===== src/rtl/led_status_arbiter.sv =====
// rtl/led_status_arbiter.sv - fixed-priority owner of the RGB status LED with min hold and blink timing
module led_status_arbiter #(
    parameter int TICK_CYCLES    = 12_000,
    parameter int MIN_HOLD_TICKS = 500,
    parameter int HALF_W         = 16
) (
    input  logic              clk,
    input  logic              rst,
    input  logic [2:0]        req,
    input  logic [2:0]        color0,
    input  logic [2:0]        color1,
    input  logic [2:0]        color2,
    input  logic [HALF_W-1:0] half0,
    input  logic [HALF_W-1:0] half1,
    input  logic [HALF_W-1:0] half2,
    output logic [2:0]        grant,
    output logic              busy,
    output logic              LED_R,
    output logic              LED_G,
    output logic              LED_B
);

    localparam int PRE_W  = (TICK_CYCLES > 1) ? $clog2(TICK_CYCLES) : 1;
    localparam int HOLD_W = (MIN_HOLD_TICKS > 0) ? $clog2(MIN_HOLD_TICKS + 1) : 1;
    localparam logic [PRE_W-1:0]  PRE_MAX  = PRE_W'(TICK_CYCLES - 1);
    localparam logic [HOLD_W-1:0] HOLD_MAX = HOLD_W'(MIN_HOLD_TICKS);

    typedef enum logic {
        IDLE,
        OWN
    } state_t;

    state_t            state, state_next;
    logic [PRE_W-1:0]  presc, presc_next;
    logic [HALF_W-1:0] phase, phase_next;
    logic [HOLD_W-1:0] hold_cnt, hold_cnt_next;
    logic [2:0]        color_l, color_l_next;
    logic [HALF_W-1:0] half_l, half_l_next;
    logic              led_on, led_on_next;
    logic [2:0]        grant_next;
    logic              busy_next;
    logic              led_r_next, led_g_next, led_b_next;

    logic              tick;
    logic              hold_done;
    logic              rearb;
    logic [2:0]        winner;
    logic [2:0]        win_color;
    logic [HALF_W-1:0] win_half;

    function automatic logic [2:0] pick_highest(input logic [2:0] r);
        if (r[2])      return 3'b100;
        else if (r[1]) return 3'b010;
        else if (r[0]) return 3'b001;
        else           return 3'b000;
    endfunction

    function automatic logic [2:0] higher_than(input logic [2:0] g);
        case (g)
            3'b001:  return 3'b110;
            3'b010:  return 3'b100;
            default: return 3'b000;
        endcase
    endfunction

    always_comb begin
        winner    = pick_highest(req);
        win_color = 3'b000;
        win_half  = '0;
        case (winner)
            3'b100: begin win_color = color2; win_half = half2; end
            3'b010: begin win_color = color1; win_half = half1; end
            3'b001: begin win_color = color0; win_half = half0; end
            default: ;
        endcase
    end

    always_comb begin
        state_next    = state;
        presc_next    = presc;
        phase_next    = phase;
        hold_cnt_next = hold_cnt;
        color_l_next  = color_l;
        half_l_next   = half_l;
        led_on_next   = led_on;
        grant_next    = grant;
        busy_next     = busy;

        tick  = (state == OWN) && (presc == PRE_MAX);
        // Switch when a higher requester waits, or the owner has let go and someone else waits
        rearb = ((req & higher_than(grant)) != 3'b000) ||
                (((req & grant) == 3'b000) && (req != 3'b000));

        // Hold is judged on the post-tick count so release lands on the expiring tick edge
        if (tick && (hold_cnt != HOLD_MAX))
            hold_cnt_next = hold_cnt + 1'b1;
        hold_done = (hold_cnt_next == HOLD_MAX);

        case (state)
            IDLE: begin
                if (req != 3'b000) begin
                    state_next    = OWN;
                    grant_next    = winner;
                    busy_next     = 1'b1;
                    color_l_next  = win_color;
                    half_l_next   = win_half;
                    led_on_next   = 1'b1;
                    presc_next    = '0;
                    phase_next    = '0;
                    hold_cnt_next = '0;
                end
            end
            OWN: begin
                presc_next = tick ? '0 : presc + 1'b1;
                if (tick && (half_l != '0)) begin
                    if (phase == half_l - 1'b1) begin
                        led_on_next = ~led_on;
                        phase_next  = '0;
                    end else begin
                        phase_next  = phase + 1'b1;
                    end
                end
                if (hold_done) begin
                    if (req == 3'b000) begin
                        state_next    = IDLE;
                        grant_next    = 3'b000;
                        busy_next     = 1'b0;
                        color_l_next  = 3'b000;
                        half_l_next   = '0;
                        led_on_next   = 1'b0;
                        presc_next    = '0;
                        phase_next    = '0;
                        hold_cnt_next = '0;
                    end else if (rearb) begin
                        grant_next    = winner;
                        color_l_next  = win_color;
                        half_l_next   = win_half;
                        led_on_next   = 1'b1;
                        presc_next    = '0;
                        phase_next    = '0;
                        hold_cnt_next = '0;
                    end
                end
            end
            default: state_next = IDLE;
        endcase

        led_r_next = ~(led_on_next & color_l_next[2]);
        led_g_next = ~(led_on_next & color_l_next[1]);
        led_b_next = ~(led_on_next & color_l_next[0]);
    end

    always_ff @(posedge clk) begin
        if (rst) begin
            state    <= IDLE;
            presc    <= '0;
            phase    <= '0;
            hold_cnt <= '0;
            color_l  <= 3'b000;
            half_l   <= '0;
            led_on   <= 1'b0;
            grant    <= 3'b000;
            busy     <= 1'b0;
            LED_R    <= 1'b1;
            LED_G    <= 1'b1;
            LED_B    <= 1'b1;
        end else begin
            state    <= state_next;
            presc    <= presc_next;
            phase    <= phase_next;
            hold_cnt <= hold_cnt_next;
            color_l  <= color_l_next;
            half_l   <= half_l_next;
            led_on   <= led_on_next;
            grant    <= grant_next;
            busy     <= busy_next;
            LED_R    <= led_r_next;
            LED_G    <= led_g_next;
            LED_B    <= led_b_next;
        end
    end

endmodule


===== config.mk =====
export PLATFORM = sky130hd
export DESIGN_NAME = led_status_arbiter
export DESIGN_NICKNAME = d
export VERILOG_FILES = /design/src/rtl/led_status_arbiter.sv
export SDC_FILE = /design/constraint.sdc
export NUM_CORES = 1
export LEC_CHECK = 0
export BUFFER_PORTS_ARGS = -buffer_cell sky130_fd_sc_hd__buf_2
export CORE_MARGIN = 3
export CORE_UTILIZATION = 60
export CTS_BUF_LIST = sky130_fd_sc_hd__clkbuf_4
export CTS_CLUSTER_DIAMETER = 30
export CTS_CLUSTER_SIZE = 28
export DETAILED_ROUTE_END_ITERATION = 7
export PLACE_DENSITY = 0.83
export SYNTH_ARGS = -nofsm -noshare
export SYNTH_HDL_FRONTEND = slang
export SYNTH_SLANG_ARGS = --single-unit
export TNS_END_PERCENT = 1

===== constraint.sdc =====
create_clock -name clk -period 3.5 [get_ports clk]
set_input_delay 0.525 -clock clk [delete_from_list [all_inputs] [get_ports clk]]
set_output_delay 0.525 -clock clk [all_outputs]
set_load 0.01 [all_outputs]

==> impl_results.md <==
- WP data required: 3.77 ns
- Chip height: 93.9 microns
- Fin crit share: 92.0%
- Most frequent cell after synthesis: dfxtp_1
- Iter 0 DRT Violations: 351
- Final Max Tran Viols: 0
- Core outline area: 7370 sq um
- Dpl hpwl: 8.49 mm
- Area grow syn2layout: 8.97%
- Row count: 31
- DR WL/cell: 15.8 microns
- Status: finished clean
- MaxCap Viol Count: 0
- Tmin final: 3.22 ns
- CP Max Fanout: 20
- Top_reg_cell synth: dfxtp_1
- Longest Clk Path Bufs: 2
- Sequential element share of the synthesized area: 29.0%
- Initial core utilization: 62.9%
- Mapped Avg Cell Area: 8.10 sq um
- Fmax: 0.311 GHz
- Routed vias/inst: 6.35
- Cell taking the most area after synthesis: dfxtp_1
- Gates resized, CTS repair: 0
- CTS H-tree lvls: 3
- Setup Fix Bufs, Post-CTS: 0
- CTS Buf Count: 9
- Crit Path Class: flip-flop to flip-flop
- Grt ovf: 0
- Sequential cell area: 1340 sq um
- DRT Pass-1 Iters: 5
- Crit path launch type: flip-flop
- DRT Wirelength: 11.4 mm
- IO Count: 69
- CTS tree: yes
- Post-synthesis instance area: 4630 sq um
- Pwr dens: 352 nW/um^2
- Peak VDD IR: 0.000207 V
- CTS Sinks: 67
- Pre-CTS WS: 0.365 ns
- Post-synthesis cell type count: 79
- Port Buffers: 68
- Lkg Pwr: 1.96 nW
- Final setup viols: 0
- Total negative slack: 0 ns
- Share of cells above drive strength 1: 20.2%
- Root Buffer: clkbuf_4
- Number of global-route vias before repair: 4254
- Largest net degree at the start of global routing: 47
- Worst skew pair latency: 0.42 ns
- Syn nets: 640
- Die area: 8810 sq um
- Post-synth EDFFs: 0
- Post-detailed-route count of antenna-violating nets: 0
- FF+latch count, synth: 67
- Post-synth ARST share: 0%
- Final worst slack: 0.281 ns
- ANT cells: 0
- Synth top cells by count: dfxtp_1, nand2_1, nor2_1
- Hold-fix buffers, CTS: 0
- Critical path endpoint category: flip-flop
- Syn. warnings: 0
- Area of the multi-input gates: 2900 sq um
- Top cells by area, synth: dfxtp_1, mux2i_1, nand2_1, a31oi_1, nand3_1
- Slew headroom: 39.0%
- WP data arrival: 3.49 ns
- Routed vias: 4599
- Post-Syn Instances: 572
- Initial antenna violation count: 0
- Total power: 0.00178 W
- Layout net count: 688
- FILL cells: 614
- Final Skew: 0.0145 ns
- RSZ-0062 raised after global routing: no
- Hold Fails Final Rpt: 0
- Remaining DRCs: 0
- Worst Max-Slew Pin Slew: 0.916 ns
- Post-synth top area share: 29.0%
- Die W: 93.9 microns
- RePlAce Congestion: 1.00
- Hold Crit Class: input pin to flip-flop
- Clock slew at reported path FFs: 0.12 ns
- First-pass GRT wire length: 19.8 mm
- Tot GR Track Use: 27.7%
worst max-delay path: stages, from the launching register on:
cell and delay [ns]:
dfxtp_1 0.57, nand4bb_1 0.26, or4_1 0.65, nor3_1 0.25
a2bb2oi_1 0.29, and3_4 0.26, a41o_1 0.16, buf_4 0.31
buf_4 0.26, nor3_2 0.07
metal layers:
layer | vias to the layer above | global-route usage (%) | routed length, microns | part of all wire (%)
li1 | 2230 | - | - | -
met5 | - | 0 | 0 | 0
met4 | 0 | 10.2 | 243 | 2.1
met1 | 2151 | 38.3 | 5210 | 46
met2 | 188 | 43.8 | 5260 | 46
met3 | 30 | 3.85 | 729 | 6.4
path summary, 6_finish.rpt:
path / from / end / slack, ns / depth (start not counted)
worst max-delay path: state / hold_cnt[1] / 0.28 / 9
worst min-delay path: half2[12] / half_l[12] / 0.47 / 5
worst min register to register: presc[13] / presc[13] / 0.50 / 1
worst max register to register: state / hold_cnt[1] / 0.28 / 9
registers in the layout, indices dropped and copies added, names as in the netlist:
register and count:
state 1, half_l 16, LED_G 1, LED_R 1, grant 3, led_on 1
busy 1, presc 14, phase 16, color_l 3, LED_B 1, hold_cnt 9
logic make-up (layout without fill, tap and decap cells):
family,Yosys count,after routing,share of synthesized area (%)
AOI/OAI and AO/OA,130,130,18.8
xor gates and xnor gates,32,32,6.05
adders and majority gates,6,6,1.62
buffers and inverters,61,114,8.51
DFF,67,67,29.0
muxes,24,24,5.19
and+or+nand+nor,252,252,30.8
layout make-up:
class	instances	area share (%)
Sequential cell	67	26.6
Inverter	17	1.26
Clock inverter	7	2.31
Timing Repair Buffer	81	8.68
Multi-Input combinational cell	444	57.4
Tap cell	99	2.45
Clock buffer	9	1.34
cell usage in the layout (no fill, tap or decap), types with 5 or more instances in the layout:
cell type  Yosys  routed
a21oi_1       18      18
nand3_1       32      32
nor4b_1        5       5
buf_4          4      13
or4_1         10      10
o21ai_0       24      24
a221oi_1       6       6
ha_1           6       6
nor2_1        38      38
nand2_1       55      55
a22oi_1       19      19
and3_1        10      10
nor3_2         9       9
nor2b_1        7       7
nand4b_1       5       5
dfxtp_1       67      67
mux2i_1       24      24
buf_2          6      68
xnor2_1       16      16
clkbuf_4       2       9
nand3b_1       9       9
xor2_1        16      16
a31oi_1       29      29
inv_1         17      17
nor3_1        23      23
nand4_1       10      10
nand2b_1       5       5
nor4_1         8       8
report_power, final:
| group | internal [W] | switching [W] |
|---|---|---|
| Sequential | 0.000787 | 0.0000345 |
| Clock | 0.000360 | 0.000286 |
| Combinational | 0.000137 | 0.000171 |
metrics by stage:
step           instances  util, %  area (sq um)  hold slack (ns)
3_5_place_dp         708     66.0          4860            0.486
3_3_place_gp         708     66.0          4860            0.470
6_report             724     68.5          5050            0.469
4_1_cts              724     68.5          5050            0.458
5_1_grt              724     68.5          5050            0.481
2_1_floorplan        572        -          4630            0.439
(Power assumes the default switching activity.)
